$ cat src/rtl/pad_pkg.sv
// pad_pkg: shared types and constants for the serial game-pad scanner.
//   pad_state_t   - scan FSM states
//   NES_* / SNES_* - bit index of each button inside one pad's slice of
//                    the buttons/pressed/released vectors
package pad_pkg;

    typedef enum logic [2:0] {
        ST_IDLE   = 3'd0,
        ST_LATCH  = 3'd1,
        ST_GAP    = 3'd2,
        ST_CLK_HI = 3'd3,
        ST_CLK_LO = 3'd4,
        ST_DONE   = 3'd5
    } pad_state_t;

    localparam int NES_A      = 0;
    localparam int NES_B      = 1;
    localparam int NES_SELECT = 2;
    localparam int NES_START  = 3;
    localparam int NES_UP     = 4;
    localparam int NES_DOWN   = 5;
    localparam int NES_LEFT   = 6;
    localparam int NES_RIGHT  = 7;

    localparam int SNES_B      = 0;
    localparam int SNES_Y      = 1;
    localparam int SNES_SELECT = 2;
    localparam int SNES_START  = 3;
    localparam int SNES_UP     = 4;
    localparam int SNES_DOWN   = 5;
    localparam int SNES_LEFT   = 6;
    localparam int SNES_RIGHT  = 7;
    localparam int SNES_A      = 8;
    localparam int SNES_X      = 9;
    localparam int SNES_L      = 10;
    localparam int SNES_R      = 11;

endpackage

$ cat src/rtl/pad_tick_gen.sv
// pad_tick_gen: protocol half-period timer.
//   clk, reset_n - system clock, async active-low reset
//   clear        - force the count back to 0 (held while the scanner is idle)
//   enable       - advance the count
//   tick         - one-cycle pulse on count CLK_DIV-1, i.e. the last cycle
//                  of every half-period
module pad_tick_gen
    import pad_pkg::*;
#(
    parameter int CLK_DIV = 300
) (
    input  logic clk,
    input  logic reset_n,
    input  logic clear,
    input  logic enable,
    output logic tick
);

    localparam int CW = (CLK_DIV > 1) ? $clog2(CLK_DIV) : 1;
    localparam logic [CW-1:0] LAST = CW'(CLK_DIV - 1);

    logic [CW-1:0] r_count;

    always_ff @(posedge clk or negedge reset_n) begin
        if (!reset_n) begin
            r_count <= '0;
        end else if (clear) begin
            r_count <= '0;
        end else if (enable) begin
            r_count <= (r_count == LAST) ? '0 : r_count + CW'(1);
        end
    end

    assign tick = enable && !clear && (r_count == LAST);

endmodule

$ cat src/rtl/pad_scanner.sv
// pad_scanner: reads up to four 4021-style serial pads over one shared
// latch/clock pair and publishes held buttons plus edge strobes.
//   clk, reset_n - system clock, async active-low reset
//   start        - scan request, honoured only when idle
//   pad_data     - serial data per pad (low = pressed)
//   pad_latch    - shared latch, active-high
//   pad_clk      - shared shift clock, idle low
//   buttons      - held state, bit p*NUM_BITS+k = pad p button k (1 = pressed)
//   pressed      - buttons that went 0->1 in this scan (with valid)
//   released     - buttons that went 1->0 in this scan (with valid)
//   valid        - one-cycle strobe when a scan commits
//   busy         - high from LATCH entry through DONE
module pad_scanner
    import pad_pkg::*;
#(
    parameter int NUM_PADS    = 2,
    parameter int NUM_BITS    = 8,
    parameter int CLK_DIV     = 300,
    parameter int POLL_PERIOD = 0
) (
    input  logic                         clk,
    input  logic                         reset_n,
    input  logic                         start,
    input  logic [NUM_PADS-1:0]          pad_data,
    output logic                         pad_latch,
    output logic                         pad_clk,
    output logic [NUM_PADS*NUM_BITS-1:0] buttons,
    output logic [NUM_PADS*NUM_BITS-1:0] pressed,
    output logic [NUM_PADS*NUM_BITS-1:0] released,
    output logic                         valid,
    output logic                         busy
);

    localparam int BW = (NUM_BITS > 1) ? $clog2(NUM_BITS) : 1;
    localparam int TW = NUM_PADS * NUM_BITS;
    localparam logic [BW-1:0] LAST_BIT = BW'(NUM_BITS - 1);

    pad_state_t    r_state;
    logic          r_half;
    logic [BW-1:0] r_bit;
    logic [TW-1:0] r_shift;
    logic          r_latch;
    logic          r_pclk;
    logic          r_busy;
    logic          r_valid;
    logic [TW-1:0] r_buttons;
    logic [TW-1:0] r_pressed;
    logic [TW-1:0] r_released;

    logic          w_tick;
    logic          w_poll_hit;
    logic          w_trigger;
    logic [TW-1:0] w_sample;

    // Counter held at zero while idle so LATCH always starts a fresh half-period.
    pad_tick_gen #(.CLK_DIV(CLK_DIV)) u_tick (
        .clk     (clk),
        .reset_n (reset_n),
        .clear   (r_state == ST_IDLE),
        .enable  (r_state != ST_IDLE),
        .tick    (w_tick)
    );

    generate
        if (POLL_PERIOD != 0) begin : g_poll
            localparam int PW = (POLL_PERIOD > 1) ? $clog2(POLL_PERIOD) : 1;
            localparam logic [PW-1:0] POLL_LAST = PW'(POLL_PERIOD - 1);
            logic [PW-1:0] r_poll;

            // Free-running, independent of scan activity.
            always_ff @(posedge clk or negedge reset_n) begin
                if (!reset_n) begin
                    r_poll <= '0;
                end else begin
                    r_poll <= (r_poll == POLL_LAST) ? '0 : r_poll + PW'(1);
                end
            end

            assign w_poll_hit = (r_poll == POLL_LAST);
        end else begin : g_no_poll
            assign w_poll_hit = 1'b0;
        end
    endgenerate

    assign w_trigger = start | w_poll_hit;

    // The last bit is sampled on the same edge that commits the scan, so the
    // committed vector splices the live pad lines into the top bit position.
    always_comb begin
        w_sample = r_shift;
        for (int p = 0; p < NUM_PADS; p++) begin
            w_sample[p*NUM_BITS + NUM_BITS - 1] = ~pad_data[p];
        end
    end

    always_ff @(posedge clk or negedge reset_n) begin
        if (!reset_n) begin
            r_state    <= ST_IDLE;
            r_half     <= 1'b0;
            r_bit      <= '0;
            r_shift    <= '0;
            r_latch    <= 1'b0;
            r_pclk     <= 1'b0;
            r_busy     <= 1'b0;
            r_valid    <= 1'b0;
            r_buttons  <= '0;
            r_pressed  <= '0;
            r_released <= '0;
        end else begin
            r_valid    <= 1'b0;
            r_pressed  <= '0;
            r_released <= '0;
            case (r_state)
                ST_IDLE: begin
                    if (w_trigger) begin
                        r_state <= ST_LATCH;
                        r_latch <= 1'b1;
                        r_busy  <= 1'b1;
                        r_half  <= 1'b0;
                    end
                end
                ST_LATCH: begin
                    // Latch spans two half-periods.
                    if (w_tick) begin
                        if (r_half) begin
                            r_state <= ST_GAP;
                            r_latch <= 1'b0;
                        end else begin
                            r_half <= 1'b1;
                        end
                    end
                end
                ST_GAP: begin
                    if (w_tick) begin
                        for (int p = 0; p < NUM_PADS; p++) begin
                            r_shift[p*NUM_BITS] <= ~pad_data[p];
                        end
                        r_bit   <= BW'(1);
                        r_pclk  <= 1'b1;
                        r_state <= ST_CLK_HI;
                    end
                end
                ST_CLK_HI: begin
                    if (w_tick) begin
                        r_pclk  <= 1'b0;
                        r_state <= ST_CLK_LO;
                    end
                end
                ST_CLK_LO: begin
                    if (w_tick) begin
                        if (r_bit == LAST_BIT) begin
                            r_shift    <= w_sample;
                            r_buttons  <= w_sample;
                            r_pressed  <= w_sample & ~r_buttons;
                            r_released <= ~w_sample & r_buttons;
                            r_valid    <= 1'b1;
                            r_state    <= ST_DONE;
                        end else begin
                            for (int p = 0; p < NUM_PADS; p++) begin
                                for (int k = 1; k < NUM_BITS; k++) begin
                                    if (BW'(k) == r_bit) begin
                                        r_shift[p*NUM_BITS + k] <= ~pad_data[p];
                                    end
                                end
                            end
                            r_bit   <= r_bit + BW'(1);
                            r_pclk  <= 1'b1;
                            r_state <= ST_CLK_HI;
                        end
                    end
                end
                ST_DONE: begin
                    r_busy  <= 1'b0;
                    r_state <= ST_IDLE;
                end
                default: begin
                    r_state <= ST_IDLE;
                    r_latch <= 1'b0;
                    r_pclk  <= 1'b0;
                    r_busy  <= 1'b0;
                end
            endcase
        end
    end

    assign pad_latch = r_latch;
    assign pad_clk   = r_pclk;
    assign buttons   = r_buttons;
    assign pressed   = r_pressed;
    assign released  = r_released;
    assign valid     = r_valid;
    assign busy      = r_busy;

endmodule

$ cat config.mk
export PLATFORM = sky130hd
export DESIGN_NAME = pad_scanner
export DESIGN_NICKNAME = d
export VERILOG_FILES = /design/src/rtl/pad_pkg.sv /design/src/rtl/pad_tick_gen.sv /design/src/rtl/pad_scanner.sv
export SDC_FILE = /design/constraint.sdc
export NUM_CORES = 1
export LEC_CHECK = 0
export CORE_MARGIN = 8
export CORE_UTILIZATION = 35
export CTS_BUF_LIST = sky130_fd_sc_hd__clkbuf_4
export DETAILED_ROUTE_END_ITERATION = 12
export DONT_BUFFER_PORTS = 1
export RECOVER_POWER = 100
export SYNTH_ARGS = -nofsm -noshare
export SYNTH_HDL_FRONTEND = slang
export SYNTH_SLANG_ARGS = --single-unit
$ cat constraint.sdc
create_clock -name clk -period 4.33 [get_ports clk]
set_input_delay 0.6495 -clock clk [delete_from_list [all_inputs] [get_ports clk]]
set_output_delay 0.6495 -clock clk [all_outputs]
set_load 0.02 [all_outputs]
==> results by group, run 1 <==
Run status
  – Status: complete, but fails checks
  – Failing checks: capacitance limit, slew limit

Die
  – Site Rows: 36
  – Die Span Y: 114 µm
  – Initial Util: between 30% and 40%
  – Core area: approximately 9500 µm²
  – Die area: ~13000 µm²
  – IO Count: 57
  – Die width: ~110 µm

Setup path
  – Crit path depth: 5
  – Critical path, cell by cell: ha_1 > ha_1 > or4b_1 > nor4_1 > mux2i_1
  – Setup crit start: r_bit[0]
  – Critical path capture point type: register
  – Most used cell, CP: ha_1
  – CP required: 4.68 ns
  – RR Startpoint: r_bit[0]
  – Critical-path maximum fanout: 4
  – Crit path DAT: roughly 2.9 ns
  – Reg2reg path depth: 5
  – Worst path slowest cell: nor4_1
  – Largest stage delay, worst path: between 0.7 and 0.8 ns
  – CP top delay family: simple AND/OR/NAND/NOR gates
  – CP Launch Type: register
  – WP buf/inv: 0
  – Critical path type: reg2reg

STA
  – Min Hold Slack: 0.270 ns
  – Setup Skew: 0.0220 ns
  – Tmin final: around 2.6 ns
  – Unrepaired setup endpoints after global routing: no
  – Fin. max-slew vios: 83
  – Setup TNS Final: 0 ns
  – Achievable Freq: slightly below 400 MHz
  – Period utilization: between 50% and 60%
  – Final hold violations: 0
  – Slew margin rel.: -29.2%
  – Least-Margin Pin Slew: approximately 1.9 ns
  – Final setup vio count: 0

GRT
  – Gr busiest metal: met2
  – Vias in the first global route: 2007
  – Initial antenna violation count: 0
  – Global-route wire length before repair: about 11000 µm
  – Met1 Usage GRT: between 10% and 20%
  – Met3 Use GR: 4.43%
  – All-Layer GR Usage: slightly above 10%
  – Grt ovf: 0
  – Largest net degree at the start of global routing: 83
  – GR Util met2: 15.7%

Pwr
  – Int Power: around 0.95 mW
  – P_leak: between 1.5 and 2 nW
  – PwrDens: roughly 350 nW/µm²
  – Clock power share: between 30% and 40%
  – Max VDD drop: between 100 and 150 µV
  – Flop pwr share: between 60 and 70%
  – Gate power share: 1.7%
  – Sw Pwr: ~0.30 mW
  – Sw Share: about a quarter

Clocking
  – Sink Count: just over 80
  – Clock transition at the registers of the reported paths: 0.14 ns
  – # H-tree levels: 3
  – Skew-Pair Late Insertion Delay: around 0.42 ns
  – Clk buf depth: 2
  – Clock Tree Root: clkbuf_4
  – CTS buffer count: 9
  – CTS tree: done

Cells and area
  – Final Util: a little under two fifths
  – Register area: around 2100 µm²
  – Multi-input gate area: roughly 1100 µm²
  – Final std cells w/o fill: 411
  – Ant diodes: 0
  – Final nets: 285
  – Area delta synth->final: 6.45%
  – Fin area: 3590 µm²
  – Fill cell count: 961
  – Layout cells sized above 1: 11.5%

Synthesis
  – Post-synth EDFFs: 0
  – Ys async rst share: 100%
  – Top cell type's share of synthesized area: about three fifths
  – Synth top area cells: dfrtp_1, mux2i_1, mux2_2
  – Synth Flop Type: dfrtp_1
  – Cells after Synth: roughly 270
  – Post-synth top area cell: dfrtp_1
  – Cell Area, Synth: between 3000 and 4000 µm²
  – Yosys cell types: 39
  – Syn_area_per_cell: 12.4 µm²
  – Yosys warning total: 0
  – Seq/Total Area, Yosys: approximately 60%
  – Post-synthesis register bit count: between 80 and 90
  – Net Count, Synth: approximately 280

Placement
  – Placed cell areas: around 3500 µm²
  – Final GP Congestion: ~0.74
  – Post-DP HPWL: around 4400 µm
  – Port bufs: 0
  – Placed insts: just under 400

Detailed routing
  – Antenna-violating nets left: 0
  – Via count: around 2000
  – DRC Markers: 0
  – Vias/cell: 4.89
  – Post-DR wirelength/cell: roughly 16 µm
  – Initial DRC Count: 161
  – Routed wire length: 6380 µm
  – 1st-pass router iterations: 4

Hold path
  – Worst Hold Launch: pad_data[0]
  – Worst hold path stage count: 1
  – Min-Delay Path Class: in2reg

Run
  – Max-cap viol count: 1
-- state kept, by name, summed over array words and instances (netlist names), 3 cells and up --
name and count:
buttons 16, pressed 16, r_bit 3, r_shift 14
r_state 3, released 16, u_tick.r_count 9
-- metal layers --
| layer | wire, µm | part of all wire, % | vias up |
|---|---|---|---|
| li1 | - | - | 948 |
| met1 | 2810 | 44 | 993 |
| met2 | 2900 | 45 | 61 |
| met3 | 591 | 9.3 | 8 |
| met4 | 77 | 1.2 | 0 |
| met5 | 0 | 0 | - |
-- power by group through the flow --
stage	combinational (mW)	clock, mW	sequential, mW
final	0.0211	0.453	0.776
after global routing	0.0258	0.506	0.777
after CTS	0.0252	0.472	0.776
after detailed placement	0.00730	0	0.791
after global placement	0.00699	0	0.790
after floorplan	0.00822	0	0.789
-- final cells by class --
type | instances | share of cell area (%)
inverters | 23 | 2.40
clock buffers | 9 | 1.88
well taps | 133 | 4.63
repair buffers | 3 | 0.557
clock inverters | 7 | 2.09
multi-input cells | 154 | 31.3
flip-flops and latches | 82 | 57.1
-- repair_timing --
action | 4_1_cts | 5_1_grt
hold endpoints to repair | 82 | 0
setup buffers | 0 | 0
hold buffers | 1 | 0
resized for setup | 0 | 0
-- synth_stat cells (all sizes together), types with 2 or more instances --
master,n
or3,5
nor4,3
nor2b,5
mux2i,17
buf,9
nor2,9
nor3b,16
nand3,6
a21oi,5
o211ai,3
nand4,10
nor4b,2
mux2,14
inv,23
and2,2
ha,7
o21ai,8
dfrtp,82
xnor2,2
or4b,2
nand2,9
nor3,17
clkbuf,4
-- per-stage QoR --
step	power (mW)	setup slack, ns
floorplan	0.798	2.28
global placement	0.797	2.03
detailed placement	0.798	1.95
CTS	1.27	1.92
global route	1.31	1.66
finish	1.25	1.76
-- worst paths after layout --
check,slack (ns),end
setup / recovery,1.76,r_shift[5]
hold / removal,0.27,pressed[7]
setup reg to reg,1.76,r_shift[5]
hold reg to reg,0.44,released[6]
max in group asynchronous,2.43,u_tick.r_count[8]
min in group asynchronous,0.74,buttons[9]
-- logic make-up after synthesis --
kind of cell,Yosys count,share of synthesized area (%)
AND/OR/NAND/NOR,89,16.9
flip-flops,82,60.8
buffers and inverters,36,4.52
multiplexers,31,9.71
AO/OA/AOI/OAI,24,4.63
adder cells (fa/ha/maj),7,2.60
XOR/XNOR,3,0.779
-- layout by cell type (no fill, tap or decap), types with 7 or more instances in the layout --
master and count:
mux2_2 14, nor3b_1 16, nand2_1 9, inv_1 23, nor3_1 17, clkbuf_4 9, dfrtp_1 82, nor2_1 9
mux2i_1 17, nand4_1 10, o21ai_0 8, ha_1 7
No activity file was read; power rests on OpenSTA's default activity.
==> run 2, diff against run 1 <==
Clock period 4.33 ns to 2.1 ns, I/O delays scaled along.
==> results by group, run 2 (synthesized netlist as in run 1, its figures left out) <==
Clocking
  – Post-CTS Setup Repair Bufs: 0
  – # H-tree levels: 3
  – CTS buffer count: 9
  – Clk buf depth: 2
  – Sink Count: 82
  – Clock transition at the registers of the reported paths: ~0.14 ns
  – CTS tree: done
  – Clock Tree Root: clkbuf_4
  – Skew-Pair Late Insertion Delay: ~0.42 ns

Setup path
  – Crit path DAT: ~2.3 ns
  – Worst path slowest cell: or4b_4
  – Critical path type: reg2reg
  – Critical-path maximum fanout: 4
  – CP required: approximately 2.4 ns
  – Critical path capture point type: register
  – Most used cell, CP: ha_1
  – CP top delay family: simple AND/OR/NAND/NOR gates
  – Critical path, cell by cell: ha_1 > ha_1 > or4b_4 > nor4_4 > mux2i_1
  – CP Launch Type: register
  – Largest stage delay, worst path: about 0.55 ns
  – WP buf/inv: 0

GRT
  – Initial antenna violation count: 0
  – Global-route wire length before repair: between 10000 and 15000 µm
  – Largest net degree at the start of global routing: 83
  – Vias in the first global route: ~2100
  – All-Layer GR Usage: between 10% and 20%
  – Grt ovf: 0

STA
  – Tmin final: approximately 2 ns
  – Achievable Freq: around 500 MHz
  – Final setup vio count: 0
  – Final hold violations: 0
  – Fin. max-slew vios: 0
  – Setup TNS Final: 0 ns
  – Slew margin rel.: 27.8%
  – Unrepaired setup endpoints after global routing: no
  – Period utilization: between 90% and 100%
  – Least-Margin Pin Slew: ~1.1 ns
  – Setup Skew: between 0.02 and 0.025 ns
  – Final WS setup: 0.117 ns

Cells and area
  – Area delta synth->final: 11.1%
  – Fin area: 3750 µm²
  – Ant diodes: 0
  – Most common cell after layout, fill and taps aside: dfrtp_1
  – Layout cells sized above 1: between 10% and 20%
  – Final nets: ~300
  – Fill cell count: 940
  – Commonest cells after routing, fill and taps aside: dfrtp_1, inv_1, nor3_1, mux2i_1, nor3b_1
  – Final Util: around two fifths

Detailed routing
  – Antenna-violating nets left: 0
  – 1st-pass router iterations: 4
  – Vias/cell: slightly below 5
  – DRC Markers: 0
  – Routed wire length: ~6700 µm
  – Post-DR wirelength/cell: roughly 16 µm
  – Initial DRC Count: 155
  – Via count: ~2100

Die
  – Die width: ~110 µm
  – Core area: ~9500 µm²
  – Die area: ~13000 µm²
  – Initial Util: between 30% and 40%
  – Die Span Y: ~110 µm
  – Site Rows: 36
  – IO Count: between 50 and 60

Pwr
  – PwrDens: roughly 660 nW/µm²
  – Pwr Total: about 2.5 mW
  – P_leak: about 1.8 nW
  – Max VDD drop: ~250 µV

Placement
  – Worst slack, placed: -0.0397 ns
  – Port bufs: 0
  – Final GP Congestion: around 0.80
  – Placed cell areas: approximately 3600 µm²
  – Post-DP HPWL: roughly 4600 µm

Run
  – Max-cap viol count: 0

Run status
  – Status: complete, no violations

Hold path
  – Min-Delay Path Class: in2reg
-- run 2: cell type report --
cell class	count	area (µm²)	area share, %
clock buffers	10	75.1	2.00
inverters	23	86.3	2.30
well taps	133	166	4.44
clock inverters	6	51.3	1.37
repair buffers	19	154	4.10
flip-flops and latches	82	2050	54.7
multi-input cells	154	1160	31.1
-- run 2: worst reg2reg max path: stages, from the launching register on --
cell,delay [ns]
dfrtp_1,0.41
ha_1,0.22
ha_1,0.21
or4b_4,0.55
nor4_4,0.31
mux2i_1,0.22
-- run 2: metal layers --
layer  global-route usage, %  wire (µm)  up-vias
met5                       0          0        -
met4                    3.73         68        0
met3                    4.38        605        5
met2                    16.6       3150       66
met1                    12.7       2880     1046
li1                        -          -      987
-- run 2: timing repair --
action / 4_1_cts / 5_1_grt
gates resized for setup: 1 / 0
hold endpoints to repair: 102 / 82
endpoints found under the setup margin: 6 / 6
hold buffers: 2 / 2
pin swaps: 0 / 3
-- run 2: through the flow --
stage	hold slack, ns	std cells
after detailed placement	0.0217	407
final	0.103	427
after global routing	0.104	427
after floorplan	0.0194	272
after global placement	0.0216	407
after CTS	-0.464	425
-- run 2: final timing paths --
check,startpoint,endpoint,slack [ns],depth (start not counted)
worst max-delay path,r_bit[0],r_shift[5],0.12,5
worst min-delay path,start,busy,0.10,2
worst max register to register,r_bit[0],r_shift[5],0.12,5
worst min register to register,r_shift[10],released[10],0.46,1
max in group asynchronous,reset_n,r_shift[10],0.75,2
min in group asynchronous,reset_n,released[13],0.65,2
-- run 2: power breakdown --
group	total (mW)	switching (mW)	leakage, nW	internal [mW]
Combinational	0.0559	0.0441	0.701	0.0118
Sequential	1.60	0.0103	1.07	1.59
Clock	0.829	0.560	0.0672	0.269
Total	2.48	0.615	1.83	1.87
==> run 3, diff against run 2 <==
Settings changed: CORE_UTILIZATION 35 to 50, PLACE_DENSITY set to 0.68.
==> results by group, run 3 (synthesized netlist as in run 1, its figures left out) <==
Run status
  – Status: complete, but fails checks
  – Failing checks: hold timing

Die
  – Die Span Y: between 90 and 100 µm
  – Die width: around 98 µm
  – Die area: about 9600 µm²
  – IO Count: 57
  – Initial Util: 50.8%
  – Core area: roughly 6600 µm²
  – Site Rows: 30

Detailed routing
  – Vias/cell: approximately 5.6
  – Post-DR wirelength/cell: 17.4 µm
  – Antenna-violating nets left: 0
  – Initial DRC Count: 76
  – 1st-pass router iterations: 4
  – Routed wire length: about 6500 µm
  – DRC Markers: 0
  – Via count: ~2100

Cells and area
  – Layout cells sized above 1: 15.5%
  – Fin area: about 3700 µm²
  – Commonest cells after routing, fill and taps aside: dfrtp_1, inv_1, nor3_1, mux2i_1, nor3b_1
  – Area delta synth->final: 9.86%
  – Ant diodes: 0
  – Fill cell count: between 500 and 600
  – Final nets: ~300
  – Most common cell after layout, fill and taps aside: dfrtp_1

Placement
  – Port bufs: 0
  – Worst slack, placed: -0.0451 ns
  – Placed cell areas: 3530 µm²
  – Post-DP HPWL: about 4400 µm
  – Final GP Congestion: 0.804

Setup path
  – Critical-path maximum fanout: 4
  – Critical path capture point type: register
  – End of the worst register-to-register path: r_bit[1]
  – Crit path DAT: 2.33 ns
  – R2R Setup Slk: around 0.14 ns
  – Critical path type: reg2reg
  – RR Startpoint: r_bit[0]
  – Reg2reg path depth: 5
  – CP Launch Type: register
  – CP required: around 2.5 ns
  – Setup crit start: r_bit[0]

Clocking
  – CTS buffer count: 9
  – Clock Tree Root: clkbuf_4
  – Clk buf depth: 2
  – Hold-fix buffers at CTS: 2
  – Sink Count: between 80 and 90
  – Clock transition at the registers of the reported paths: approximately 0.15 ns
  – Post-CTS Setup Repair Bufs: 0
  – Skew-Pair Late Insertion Delay: around 0.43 ns
  – # H-tree levels: 3
  – CTS tree: done

Pwr
  – Max VDD drop: 384 µV
  – Pwr Total: around 2.7 mW
  – PwrDens: approximately 730 nW/µm²
  – P_leak: ~1.9 nW

STA
  – Slew margin rel.: between 50 and 60%
  – Final setup vio count: 0
  – Fin. max-slew vios: 0
  – Final hold violations: between 80 and 90
  – Least-Margin Pin Slew: approximately 0.67 ns
  – Final WS setup: ~0.14 ns
  – Achievable Freq: a little over 500 MHz
  – Period utilization: between 90% and 100%
  – Min Hold Slack: -0.445 ns
  – Setup Skew: ~0.021 ns
  – Unrepaired setup endpoints after global routing: no
  – Tmin final: about 2.0 ns

Hold path
  – Min-Delay Path Class: in2async

GRT
  – Grt ovf: 0
  – All-Layer GR Usage: around 14%
  – Initial antenna violation count: 0
  – Vias in the first global route: 2046
  – Global-route wire length before repair: about 11000 µm
  – Largest net degree at the start of global routing: slightly above 80

Run
  – Max-cap viol count: 0
[run 3: worst max-delay path, cell delays in order (launching register included)]
cell and delay, ns:
dfrtp_1 0.41, ha_1 0.22, ha_1 0.20, or4b_4 0.61
nor3_1 0.28, a22o_1 0.19
[run 3: power breakdown]
part           total (mW)  internal (mW)  switching (mW)
registers            1.60           1.59          0.0106
clock network        1.09          0.507           0.582
logic              0.0250        0.00955          0.0154
total                2.71           2.11           0.608
[run 3: worst max path at each step]
stage                        endpoint  cells after the start
after global placement     r_shift[6]                      5
after detailed placement   r_shift[4]                      5
after global routing       r_state[1]                      5
after floorplan           r_shift[12]                      5
after CTS                  r_shift[4]                      5
final                        r_bit[1]                      5
[run 3: what timing repair did]
| item | CTS | global route |
|---|---|---|
| hold endpoints to repair | 102 | 82 |
| resized for setup | 1 | 0 |
| setup endpoints to repair | 7 | 4 |
| pin swaps | 0 | 3 |
[run 3: per-layer routing]
layer,vias to the layer above,global-route usage (%),share of wire [%]
li1,987,-,-
met1,1031,17.2,45
met2,47,21.7,47
met3,11,5.12,6.1
met4,0,6.49,1.7
met5,-,0,0
[run 3: through the flow]
stage          util, %  cells  setup TNS (ns)
2_1_floorplan        -    272               0
3_3_place_gp      53.1    353               0
3_5_place_dp      53.1    353          -0.134
4_1_cts           56.1    371               0
5_1_grt           55.8    371               0
6_report          55.8    371               0
[run 3: area by class of cell]
cell class / instances / area, µm² / share of cell area [%]
Multi-Input combinational cell: 154 / 1170 / 31.7
Inverter: 23 / 86.3 / 2.33
Clock inverter: 7 / 109 / 2.94
Tap cell: 80 / 100 / 2.70
Timing Repair Buffer: 16 / 119 / 3.21
Clock buffer: 9 / 67.6 / 1.82
Sequential cell: 82 / 2050 / 55.3
